### config.mk
export PLATFORM = sky130hd
export DESIGN_NAME = seq_restoring_divider_flat
export DESIGN_NICKNAME = d
export VERILOG_FILES = /design/src/rtl/seq_restoring_divider_if.sv /design/src/rtl/seq_restoring_divider.sv /design/src/flat_wrapper.sv
export SDC_FILE = /design/constraint.sdc
export NUM_CORES = 1
export LEC_CHECK = 0
export CAP_MARGIN = 20
export CORE_ASPECT_RATIO = 0.8
export CORE_MARGIN = 3
export CORE_UTILIZATION = 50
export CTS_CLUSTER_DIAMETER = 150
export CTS_CLUSTER_SIZE = 20
export DETAILED_ROUTE_END_ITERATION = 10
export PLACE_DENSITY = 0.75
export SETUP_SLACK_MARGIN = 0.1
export SLEW_MARGIN = 40
export SYNTH_ARGS = -nofsm -noshare
export SYNTH_HDL_FRONTEND = slang
export SYNTH_SLANG_ARGS = --single-unit
export TNS_END_PERCENT = 30
### constraint.sdc
create_clock -name clk -period 3.8 [get_ports clk]
set_input_delay 0.76 -clock clk [delete_from_list [all_inputs] [get_ports clk]]
set_output_delay 0.76 -clock clk [all_outputs]
set_load 0.02 [all_outputs]
### src/rtl/seq_restoring_divider_if.sv
// Start/done handshake and operand/result bus of the sequential restoring divider.
interface seq_restoring_divider_if #(
    parameter int WIDTH = 6
);
    logic             start;
    logic [WIDTH-1:0] dividend;
    logic [WIDTH-1:0] divisor;
    logic             busy;
    logic             done;
    logic [WIDTH-1:0] quotient;
    logic [WIDTH-1:0] remainder;
    logic             div_by_zero;

    modport master (
        output start, dividend, divisor,
        input  busy, done, quotient, remainder, div_by_zero
    );

    modport slave (
        input  start, dividend, divisor,
        output busy, done, quotient, remainder, div_by_zero
    );
endinterface

### src/rtl/seq_restoring_divider.sv
// Sequential restoring divider, one shift/subtract step per clock behind a start/done handshake.
// Optional macro SIGNED_DIV_EN: two's-complement operands via magnitude division and sign fix-up.
module seq_restoring_divider #(
    parameter int WIDTH = 6
) (
    input logic                   clk,
    input logic                   rst,
    seq_restoring_divider_if.slave bus
);
    localparam int CW = $clog2(WIDTH + 1);

    typedef enum logic [1:0] {
        IDLE = 2'd0,
        CALC = 2'd1,
        DONE = 2'd2
    } state_t;

    state_t           state_q, state_d;
    logic [CW-1:0]    count_q, count_d;
    logic [WIDTH-1:0] q_q, q_d;
    logic [WIDTH-1:0] d_q, d_d;
    logic [WIDTH:0]   r_q, r_d;
    logic             zero_q, zero_d;
    logic [WIDTH-1:0] quot_q, quot_d;
    logic [WIDTH-1:0] rem_q, rem_d;
    logic             dbz_q, dbz_d;
    logic             busy_q, busy_d;
    logic             done_q, done_d;

    logic [WIDTH:0]   t_s;
    logic [WIDTH+1:0] sub_s;
    logic             ge_s;
    logic [WIDTH:0]   r_step_s;
    logic [WIDTH-1:0] q_step_s;
    logic [WIDTH-1:0] a_mag_s, b_mag_s;
    logic [WIDTH-1:0] q_res_s, r_res_s, z_rem_s;

    // Ripple-borrow subtractor a - b; MSB of the result is the carry-out (1 means a >= b).
    function automatic logic [WIDTH+1:0] ripple_sub(input logic [WIDTH:0] a, input logic [WIDTH:0] b);
        logic           c;
        logic [WIDTH:0] s;
        c = 1'b1;
        for (int i = 0; i <= WIDTH; i++) begin
            s[i] = a[i] ^ ~b[i] ^ c;
            c    = (a[i] & ~b[i]) | (a[i] & c) | (~b[i] & c);
        end
        return {c, s};
    endfunction

    assign t_s      = {r_q[WIDTH-1:0], q_q[WIDTH-1]};
    assign sub_s    = ripple_sub(t_s, {1'b0, d_q});
    assign ge_s     = sub_s[WIDTH+1];
    assign r_step_s = ge_s ? sub_s[WIDTH:0] : t_s;
    assign q_step_s = {q_q[WIDTH-2:0], ge_s};

`ifdef SIGNED_DIV_EN
    logic neg_q_q, neg_r_q;

    function automatic logic [WIDTH-1:0] cond_neg(input logic [WIDTH-1:0] x, input logic neg);
        return neg ? (~x + {{(WIDTH-1){1'b0}}, 1'b1}) : x;
    endfunction

    assign a_mag_s = cond_neg(bus.dividend, bus.dividend[WIDTH-1]);
    assign b_mag_s = cond_neg(bus.divisor, bus.divisor[WIDTH-1]);
    assign q_res_s = cond_neg(q_step_s, neg_q_q);
    assign r_res_s = cond_neg(r_step_s[WIDTH-1:0], neg_r_q);
    assign z_rem_s = cond_neg(q_q, neg_r_q);

    // Result sign flags, captured with the operands on the accepted start edge.
    always_ff @(posedge clk) begin
        if (rst) begin
            neg_q_q <= 1'b0;
            neg_r_q <= 1'b0;
        end else if (state_q == IDLE && bus.start) begin
            neg_q_q <= bus.dividend[WIDTH-1] ^ bus.divisor[WIDTH-1];
            neg_r_q <= bus.dividend[WIDTH-1];
        end else begin
            neg_q_q <= neg_q_q;
            neg_r_q <= neg_r_q;
        end
    end
`else
    assign a_mag_s = bus.dividend;
    assign b_mag_s = bus.divisor;
    assign q_res_s = q_step_s;
    assign r_res_s = r_step_s[WIDTH-1:0];
    assign z_rem_s = q_q;
`endif

    // Next-state, datapath step and DONE-entry result registration.
    always_comb begin
        state_d = state_q;
        count_d = count_q;
        q_d     = q_q;
        d_d     = d_q;
        r_d     = r_q;
        zero_d  = zero_q;
        quot_d  = quot_q;
        rem_d   = rem_q;
        dbz_d   = dbz_q;
        case (state_q)
            IDLE: begin
                if (bus.start) begin
                    // A zero divisor spends one idle step in CALC so results land on the same DONE-entry edge.
                    q_d     = a_mag_s;
                    d_d     = b_mag_s;
                    r_d     = {(WIDTH+1){1'b0}};
                    zero_d  = (bus.divisor == {WIDTH{1'b0}});
                    count_d = zero_d ? CW'(1) : CW'(WIDTH);
                    state_d = CALC;
                end else begin
                    state_d = IDLE;
                end
            end
            CALC: begin
                count_d = count_q - CW'(1);
                if (zero_q) begin
                    q_d = q_q;
                    r_d = r_q;
                end else begin
                    q_d = q_step_s;
                    r_d = r_step_s;
                end
                if (count_q == CW'(1)) begin
                    state_d = DONE;
                    if (zero_q) begin
                        quot_d = {WIDTH{1'b1}};
                        rem_d  = z_rem_s;
                        dbz_d  = 1'b1;
                    end else begin
                        quot_d = q_res_s;
                        rem_d  = r_res_s;
                        dbz_d  = 1'b0;
                    end
                end else begin
                    state_d = CALC;
                end
            end
            DONE: begin
                state_d = IDLE;
            end
            default: begin
                state_d = IDLE;
            end
        endcase
        busy_d = (state_d != IDLE);
        done_d = (state_d == DONE);
    end

    // State and datapath registers with synchronous reset priority.
    always_ff @(posedge clk) begin
        if (rst) begin
            state_q <= IDLE;
            count_q <= {CW{1'b0}};
            q_q     <= {WIDTH{1'b0}};
            d_q     <= {WIDTH{1'b0}};
            r_q     <= {(WIDTH+1){1'b0}};
            zero_q  <= 1'b0;
            quot_q  <= {WIDTH{1'b0}};
            rem_q   <= {WIDTH{1'b0}};
            dbz_q   <= 1'b0;
            busy_q  <= 1'b0;
            done_q  <= 1'b0;
        end else begin
            state_q <= state_d;
            count_q <= count_d;
            q_q     <= q_d;
            d_q     <= d_d;
            r_q     <= r_d;
            zero_q  <= zero_d;
            quot_q  <= quot_d;
            rem_q   <= rem_d;
            dbz_q   <= dbz_d;
            busy_q  <= busy_d;
            done_q  <= done_d;
        end
    end

    assign bus.busy        = busy_q;
    assign bus.done        = done_q;
    assign bus.quotient    = quot_q;
    assign bus.remainder   = rem_q;
    assign bus.div_by_zero = dbz_q;
endmodule

### src/flat_wrapper.sv
// flat-port wrapper written by rule: the top's interface ports become plain ports
module seq_restoring_divider_flat 
#(
    parameter int WIDTH = 6
)
  (clk, rst, bus_start, bus_dividend, bus_divisor, bus_busy, bus_done, bus_quotient, bus_remainder, bus_div_by_zero);
  seq_restoring_divider_if #(.WIDTH(WIDTH)) bus_i ();
  input logic clk;
  input logic rst;
  input wire logic [$bits(bus_i.start)-1:0] bus_start;
  input wire logic [$bits(bus_i.dividend)-1:0] bus_dividend;
  input wire logic [$bits(bus_i.divisor)-1:0] bus_divisor;
  output wire logic [$bits(bus_i.busy)-1:0] bus_busy;
  output wire logic [$bits(bus_i.done)-1:0] bus_done;
  output wire logic [$bits(bus_i.quotient)-1:0] bus_quotient;
  output wire logic [$bits(bus_i.remainder)-1:0] bus_remainder;
  output wire logic [$bits(bus_i.div_by_zero)-1:0] bus_div_by_zero;
  assign bus_i.start = bus_start;
  assign bus_i.dividend = bus_dividend;
  assign bus_i.divisor = bus_divisor;
  assign bus_busy = bus_i.busy;
  assign bus_done = bus_i.done;
  assign bus_quotient = bus_i.quotient;
  assign bus_remainder = bus_i.remainder;
  assign bus_div_by_zero = bus_i.div_by_zero;
  seq_restoring_divider #(.WIDTH(WIDTH)) u_core (.clk(clk), .rst(rst), .bus(bus_i));
endmodule
* Word-level counts from Yosys, hierarchy flattened
Index checks and enable logic that the tools add are counted.
Storage, ports and cells: flip-flop bits (word level) 39, output and inout bits 15
Cells by class: $add $sub $neg 1, equality and inequality tests 5, mux-type cells 16, bitwise gates (word level) 49, reductions and logical operators 8
Operators by type and width (count):
- 6-bit 2-to-1 mux | 7
- 6-bit case mux with 2 select lines | 2
- 1-bit bitwise AND | 17
- 1-bit OR | 14
- 1-bit XOR | 11
- 1-bit inverter | 7
- 6-bit logical NOT | 1
- 3-bit 2-to-1 mux | 2
- 3-bit case mux with 2 select lines | 1
- 2-bit AND reduction | 3
- 2-bit != test, second input constant | 2
- 2-bit case mux with 2 select lines | 1
- 2-bit nonzero test | 2
- 3-bit by 1-bit equality test with 1-bit output, second input constant | 1
- 3-bit AND reduction | 1
- 3-bit by 1-bit subtractor with 3-bit output, second input constant | 1
- 2-bit by 1-bit equality test with 1-bit output, second input constant | 1
- 2-bit equality test, second input constant | 1
- 2-bit logical NOT | 1
- 1-bit 2-to-1 mux | 2
- 2-bit 2-to-1 mux | 1

* Depth between registers and ports, before layout
Gate-level depths: netlist (run 1).
depth after elaboration 25, depth in mapped cells 13, depth with buffers taken out 12

* Worst setup path before layout (run 1)
OpenSTA, ideal clock, no wires.
kind reg2reg, from register u_core.q_q[5], to register u_core.rem_q[4], in the netlist u_core.bus.remainder[4], library setup time 0.059 ns, arrival 3.390 ns, path slack 0.351 ns, stages on the path, launching flop included 14, buffers on the path 1, clock period less this slack 3.449 ns, cell sequence dfxtp_1 inv_1 ha_1 inv_1 fa_1 fa_1 fa_1 fa_1 fa_1 or2_1 buf_2 mux2i_1 a2111oi_2 a31o_1
On the way: longest elaborated chain between the ends 23
Ends and longest elaborated chain:
- from (decl) | line seq_restoring_divider.sv:20 | logic [WIDTH-1:0] q_q, q_d;
- from (signal assigned) | line seq_restoring_divider.sv:155 | q_q <= {WIDTH{1'b0}};
- from (signal assigned) | line seq_restoring_divider.sv:167 | q_q <= q_d;
- 1-bit bitwise AND | line seq_restoring_divider.sv:45 | c = (a[i] & ~b[i]) | (a[i] & c) | (~b[i] & c);
- 1-bit OR * (2 in series) | line seq_restoring_divider.sv:45
- 1-bit bitwise AND | line seq_restoring_divider.sv:45
- 1-bit OR | line seq_restoring_divider.sv:45
- 1-bit OR * | line seq_restoring_divider.sv:45
- 1-bit bitwise AND | line seq_restoring_divider.sv:45
- 1-bit OR | line seq_restoring_divider.sv:45
- 1-bit OR * | line seq_restoring_divider.sv:45
- (+3 left out)
- 1-bit bitwise AND | line seq_restoring_divider.sv:45
- 1-bit OR (2 in series) | line seq_restoring_divider.sv:45
- 1-bit bitwise AND | line seq_restoring_divider.sv:45
- 1-bit OR (2 in series) | line seq_restoring_divider.sv:45
- 1-bit bitwise AND | line seq_restoring_divider.sv:45
- 1-bit OR (2 in series) | line seq_restoring_divider.sv:45
- 6-bit 2-to-1 mux * | line seq_restoring_divider.sv:53 | assign r_step_s = ge_s ? sub_s[WIDTH:0] : t_s;
- 6-bit 2-to-1 mux * | line seq_restoring_divider.sv:126 | if (zero_q) begin
- to (signal assigned) | line seq_restoring_divider.sv:160 | rem_q <= {WIDTH{1'b0}};
- to (signal assigned) | line seq_restoring_divider.sv:172 | rem_q <= rem_d;
- to (decl) | line seq_restoring_divider.sv:25 | logic [WIDTH-1:0] rem_q, rem_d;
Every way passes the cells marked *; elsewhere a longest branch is shown, timed or not. A chain may end at the register's enable or synchronous reset.

* Worst setup path after layout (run 1)
from register u_core.q_q[5], to register u_core.rem_q[5], in the netlist u_core.bus.remainder[5]
On the way: longest elaborated chain between the ends 23
Ends and longest elaborated chain (line):
- 1-bit bitwise AND | seq_restoring_divider.sv:45
- 1-bit OR (2 in series) | seq_restoring_divider.sv:45
- 1-bit bitwise AND | seq_restoring_divider.sv:45
- 1-bit OR (2 in series) | seq_restoring_divider.sv:45
- 1-bit bitwise AND | seq_restoring_divider.sv:45
- 1-bit OR (2 in series) | seq_restoring_divider.sv:45
- 1-bit bitwise AND | seq_restoring_divider.sv:45
- 1-bit OR (2 in series) | seq_restoring_divider.sv:45
- 1-bit bitwise AND | seq_restoring_divider.sv:45
- 1-bit OR (2 in series) | seq_restoring_divider.sv:45
- 1-bit bitwise AND | seq_restoring_divider.sv:45
- 1-bit OR (2 in series) | seq_restoring_divider.sv:45
- 1-bit bitwise AND | seq_restoring_divider.sv:45
- 1-bit OR (2 in series) | seq_restoring_divider.sv:45
- 6-bit 2-to-1 mux | seq_restoring_divider.sv:53
- 6-bit 2-to-1 mux * | seq_restoring_divider.sv:126
Marks and branches as above.

==> metrics.md, run 1 <==
| Metric | Value |
|---|---|
| Outcome | complete, no violations |
| Hold Buf Count CTS | 0 |
| Clock latency on the worst-skew pair | 290 ps |
| Synth Area in Compound Gates | 17.24% |
| DIE HEIGHT | 60.30 um |
| Total overflow reported by the global router | 0 |
| Die area | 4455 um^2 |
| Slowest stage delay, CP | 400 ps |
| Worst R2R Start | u_core.q_q[5] |
| YS warnings | 0 |
| RSZ-0062 raised after global routing | false |
| Total power | 914.6 uW |
| Drt initial violations | 130 |
| First-pass GRT wire length | 6279 um |
| Die width | 73.88 um |
| Layout Nets | 253 |
| Seq/Total Area, Yosys | 42.36% |
| Worst reg-to-reg path cell count | 12 |
| Ys flop type | dfxtp_1 |
| Clock net sink count | 39 |
| CTS Root Cell | clkbuf_8 |
| Clock period minus worst slack | 3519 ps |
| Post-synthesis register bit count | 39 |
| CP dominant cell by count | fa_1 |
| Cell Area, Synth | 1843 um^2 |
| Critical path data arrival time | 3760 ps |
| Async set or reset register ratio after synthesis | 0% |
| Reg2Reg Setup Slack | 280 ps |
| Worst-path fanout max | 7 |
| Number of I/O port buffers | 29 |
| Endpoint class of the critical path | register |
| Hold depth | 2 |
| Vias | 1481 |
| TritonCTS Buffers | 5 |
| Max Clk Rate | 284.2 MHz |
| Tcrit/Tclk final | 92.59% |
| Top Family by Delay on Critical Path | adder cells |
| Largest family of logic cells by synthesized area | simple AND/OR/NAND/NOR gates |
| Xor/xnor share of the synthesized area | 0% |
| Worst-path clk slew | 70 ps |
| Power Density | 418.0 nW/um^2 |
| Place WS | 155.8 ps |
| Peak supply drop | 274.0 uV |
| Synth Net Count | 229 |
| Vias in the first global route | 1332 |
| Hold Crit Start | u_core.bus.remainder[2] |
| PnR worst setup slack | 281.5 ps |
| Clk_skew | 4.398 ps |
| Worst slew pin tran | 783.7 ps |
| Crit path buffers/inverters | 2 |
| Initial antenna violation count | 0 |
| Routed len/inst | 14.22 um |
| Critical path class | reg -> reg |
| Leakage | 0.0008206 uW |
| RR Endpoint | u_core.bus.remainder[5] |
| Synthesized area per cell | 8.947 um^2 |
| Final hold viol count | 0 |
| Slowest-stage cell, CP | fa_1 |
| Simple-Gate Fraction of Synth Area | 18.87% |
| Global Route Usage Sum | 18.68% |
| Placer congestion estimate | 0.8830 |
| P&R area growth vs syn | 18.74% |
| CP Launch Type | register |
| Post-route ant nets | 0 |
| Share of cells above drive strength 1 | 6.987% |
| Max-cap violations | 0 |
| Fin. max-slew vios | 0 |
| Initial Util | 52.74% |
| HPWL Detailed | 2846 um |
| DR DRC count | 0 |
| Largest net degree at the start of global routing | 31 |
| Synth Area in Adders | 7.468% |
| I/O Pins | 30 |
| Core Region | 3495 um^2 |
| Cells after Synth | 206 |
| Setup TNS | 0 ps |
| DR pass1 iterations | 4 |
| Distinct cells, synth | 35 |
| CTS max path bufs | 2 |
| FP Rows | 19 |
| CTS tree | built |
| WHS Endpoint | u_core.bus.remainder[2] |
| Post-synth EDFFs | 0 |
| H-Tree Depth | 2 |
| Worst-path cell chain | inv_1, ha_1, inv_1, fa_1, fa_1, fa_1, fa_1, fa_2, or2_4, mux2i_1, a2111oi_2, a31o_1 |
| Slew Limit Headroom | 47.64% |
| Mux contribution to synthesized area | 6.721% |
| Worst min path class | reg -> reg |
| N_diodes | 0 |
| Setup violators final | 0 |
| Vias per cell | 5.465 |
| Crit path required time | 4040 ps |
| Drt total wl | 3854 um |
[worst register-to-register path, stage by stage, from the launching register on]
cell	delay, ps
dfxtp_1	340
inv_1	60
ha_1	130
inv_1	40
fa_1	370
fa_1	390
fa_1	380
fa_1	400
fa_2	380
or2_4	280
mux2i_1	170
a2111oi_2	380
a31o_1	130
[cells in the final DEF (no fill, tap or decap), drive strengths merged]
cell,instances
dfxtp,39
clkdlybuf4s50,29
o211ai,4
o21ai,2
inv,14
a211oi,1
nor2b,1
a31o,2
o21bai,1
nand2b,6
a21oi,19
clkbuf,6
nor3,6
or4,1
nand2,23
nand3,6
nor2,30
a2111oi,2
a211o,1
or2,2
a2bb2oi,2
a311oi,9
mux2,3
fa,5
ha,3
a22oi,1
mux2i,9
buf,1
a21o,1
[how the worst max path moves through the flow]
stage | slack [ps] | endpoint | depth (start not counted) | startpoint
after floorplan | 350 | u_core.bus.remainder[4] | 13 | u_core.q_q[5]
after global placement | 290 | u_core.bus.remainder[5] | 12 | u_core.q_q[5]
after detailed placement | 160 | u_core.bus.remainder[5] | 12 | u_core.q_q[5]
after CTS | 140 | u_core.bus.remainder[5] | 12 | u_core.q_q[5]
after global routing | 120 | u_core.bus.remainder[5] | 12 | u_core.q_q[5]
final | 280 | u_core.bus.remainder[5] | 12 | u_core.q_q[5]
[where the power goes]
part	total [uW]	switching [uW]	internal [uW]	leakage (uW)
combinational	202	108	93.3	0.000465
clock	257	135	122	0.0000371
sequential	456	21.8	434	0.000319
[synthesized netlist by cell type (2+ instances only)]
master     count  area share, %
a31o_1         2           0.95
ha_1           3            2.0
nand2_1       23            4.7
nand3_1        6            1.6
buf_2          3           0.81
a2111oi_2      2            1.6
a21oi_1       19            5.2
nand2b_1       5            1.7
clkbuf_1       4           0.81
buf_6          3            1.8
buf_4          2           0.81
fa_1           5            5.4
nor2_4         2            1.2
inv_1         14            2.9
nor2_1        28            5.7
a2bb2oi_1      2           0.95
mux2i_1        9            4.9
o211ai_1       4            1.6
dfxtp_1       39             42
a311oi_1       9            4.3
mux2_2         2            1.2
o21ai_0        2           0.54
nor3_1         6            1.6
[cells by family after synthesis]
| group | count (synthesis) |
|---|---|
| buffers and inverters | 27 |
| adder cells (fa/ha/maj) | 8 |
| AND/OR/NAND/NOR | 75 |
| flip-flops | 39 |
| AO/OA/AOI/OAI | 45 |
| multiplexers | 12 |
[registers in the layout (all words and copies together), names as in the netlist]
register and cells:
u_core.q_q 6, u_core.count_q 3, u_core.bus.busy 1, u_core.state_q 2
u_core.bus.div_by_zero 1, u_core.zero_q 1, u_core.d_q 6, u_core.bus.done 1
u_core.bus.quotient 6, u_core.bus.remainder 6, u_core.r_q 6
[timing repair]
item	4_1_cts	5_1_grt
resized for setup	0	2
endpoints found under the setup margin	0	8
buffers inserted	0	0
endpoints found under the hold margin	0	0
[final cells by class]
type | count | area [um^2]
Fill cell | 323 | 1306
Multi-Input combinational cell | 140 | 932.1
Sequential cell | 39 | 780.7
Timing Repair Buffer | 30 | 297.8
Clock buffer | 6 | 72.57
Inverter | 14 | 52.55
Tap cell | 42 | 52.55
[routing by layer]
| layer | routed length (um) | GRT usage, % | part of all wire, % |
|---|---|---|---|
| met1 | 1971 | 27.21 | 51 |
| met4 | 31 | 4.651 | 0.80 |
| met3 | 221 | 6.723 | 5.7 |
| met2 | 1629 | 26.14 | 42 |
| met5 | 0 | 0 | 0 |
[through the flow]
stage / instance area (um^2) / utilization (%) / hold WS, ps / instances
6_report: 2188 / 62.62 / 457.6 / 271
5_1_grt: 2188 / 62.62 / 488.6 / 271
4_1_cts: 2183 / 62.48 / 462.1 / 271
3_5_place_dp: 2111 / 60.40 / 452.7 / 265
3_3_place_gp: 2111 / 60.40 / 443.8 / 265
2_1_floorplan: 1843 / - / 458.3 / 206
Power figures use the tool's default switching activity.
==> run 2: changes to the inputs <==
- CTS_CLUSTER_DIAMETER: 150 -> default
- PLACE_DENSITY: 0.75 -> default
- PLACE_DENSITY_LB_ADDON: default -> 0.12
==> run 2 against run 1 <==
  * Global-route usage up 1.6 points
  * Setup slack worse by 62 ps
  * Routed wire length up 6.2%
  * Critical endpoint unchanged
  * Largest cell class unchanged
==> metrics.md, run 2 (synthesis results as in run 1) <==
| Metric | Value |
|---|---|
| Outcome | complete, no violations |
| HPWL Detailed | 2992 um |
| Clock latency on the worst-skew pair | 300 ps |
| Fillers | 292 |
| Layout Nets | 253 |
| H-Tree Depth | 2 |
| Clock net sink count | 39 |
| P&R area growth vs syn | 21.52% |
| Final hold viol count | 0 |
| Drt total wl | 4094 um |
| DR DRC count | 0 |
| Die area | 4455 um^2 |
| DIE HEIGHT | 60.30 um |
| Vias in the first global route | 1437 |
| Most common cell after layout, fill and taps aside | dfxtp_1 |
| DR pass1 iterations | 4 |
| Share of cells above drive strength 1 | 9.091% |
| Initial antenna violation count | 0 |
| Worst slew pin tran | 754.8 ps |
| Hold_ws | 458.0 ps |
| I/O Pins | 30 |
| Power Density | 457.1 nW/um^2 |
| Critical path class | reg -> reg |
| Tcrit/Tclk final | 94.22% |
| Peak supply drop | 264.5 uV |
| Die width | 73.88 um |
| Placer congestion estimate | 0.9008 |
| Reg2Reg Setup Slack | 220 ps |
| Setup TNS | 0 ps |
| Core Region | 3495 um^2 |
| Post-CTS Setup Bufs | 0 |
| Slew Limit Headroom | 49.52% |
| Worst-path clk slew | 80 ps |
| Fin. max-slew vios | 0 |
| CTS Root Cell | clkbuf_8 |
| Endpoint class of the critical path | register |
| Drt initial violations | 86 |
| Most frequent cells in the layout | dfxtp_1 (39), clkdlybuf4s50_1 (29), nor2_1 (28), nand2_1 (23), a21oi_1 (18) |
| Vias per cell | 5.630 |
| Total overflow reported by the global router | 0 |
| Initial Util | 52.74% |
| Worst min path class | reg -> reg |
| Global Route Usage Sum | 20.23% |
| TritonCTS Buffers | 5 |
| RSZ-0062 raised after global routing | false |
| Setup violators final | 0 |
| Crit path required time | 4000 ps |
| Clock period minus worst slack | 3580 ps |
| N_diodes | 0 |
| Number of I/O port buffers | 29 |
| Routed len/inst | 15.00 um |
| FP Rows | 19 |
| Largest net degree at the start of global routing | 21 |
| Hold Buf Count CTS | 0 |
| CTS max path bufs | 2 |
| First-pass GRT wire length | 6768 um |
| Max-cap violations | 0 |
| Leakage | 0.0008458 uW |
| Max Clk Rate | 279.3 MHz |
| CP Launch Type | register |
| Post-route ant nets | 0 |
| Clk_skew | 7.459 ps |
| Critical path data arrival time | 3780 ps |
| CTS tree | built |
| Vias | 1537 |
| Worst-path fanout max | 7 |
-- run 2: path summary, 6_finish.rpt --
| path | depth (start not counted) | start | endpoint |
|---|---|---|---|
| worst max-delay path | 12 | u_core.q_q[5] | u_core.bus.remainder[5] |
| worst min-delay path | 2 | u_core.bus.div_by_zero | u_core.bus.div_by_zero |
| worst max register to register | 12 | u_core.q_q[5] | u_core.bus.remainder[5] |
| worst min register to register | 2 | u_core.bus.div_by_zero | u_core.bus.div_by_zero |
-- run 2: critical path, stage by stage, from the launching register on --
cell and delay, ps:
dfxtp_1 350, inv_1 70, ha_1 140, inv_1 50, fa_1 380, fa_1 410, fa_1 400, fa_1 410
fa_2 370, or2_4 280, mux2i_1 300, a2111oi_2 120, a31o_1 210
-- run 2: cell type report --
| class | count | area (um^2) | share of cell area [%] |
|---|---|---|---|
| inverters | 14 | 52.55 | 2.346 |
| repair buffers | 30 | 297.8 | 13.30 |
| multi-input cells | 140 | 938.4 | 41.90 |
| clock inverters | 2 | 35.03 | 1.564 |
| well taps | 42 | 52.55 | 2.346 |
| flip-flops and latches | 39 | 780.7 | 34.86 |
| clock buffers | 6 | 82.58 | 3.687 |
-- run 2: metrics by stage --
stage                     instance area [um^2]  power (uW)  worst slack [ps]  instances  utilization, %
final                                     2240        1024             219.6        273           64.09
after global routing                      2240        1069             112.3        273           64.09
after CTS                                 2231        1024             171.7        273           63.84
after detailed placement                  2111       661.7             140.1        265           60.40
after global placement                    2111       654.9             277.1        265           60.40
after floorplan                           1843       606.5             350.8        206               -
-- run 2: report_power, final --
group | switching (uW) | internal [uW] | leakage, uW
sequential | 23.0 | 434 | 0.000319
combinational | 111 | 94.1 | 0.000466
clock | 149 | 212 | 0.0000612
-- run 2: metal layers --
| layer | vias up | wire length (um) | track usage [%] |
|---|---|---|---|
| met5 | - | 0 | 0 |
| met4 | 0 | 38 | 10.34 |
| met3 | 6 | 244 | 4.538 |
| met2 | 52 | 1893 | 29.04 |
| met1 | 723 | 1918 | 28.44 |
| li1 | 756 | - | - |
-- run 2: what timing repair did --
item                                   in CTS  in global routing
setup endpoints to repair                   1                  6
pin swaps                                   0                  2
gates resized for setup                     1                  1
endpoints found under the hold margin       0                  0
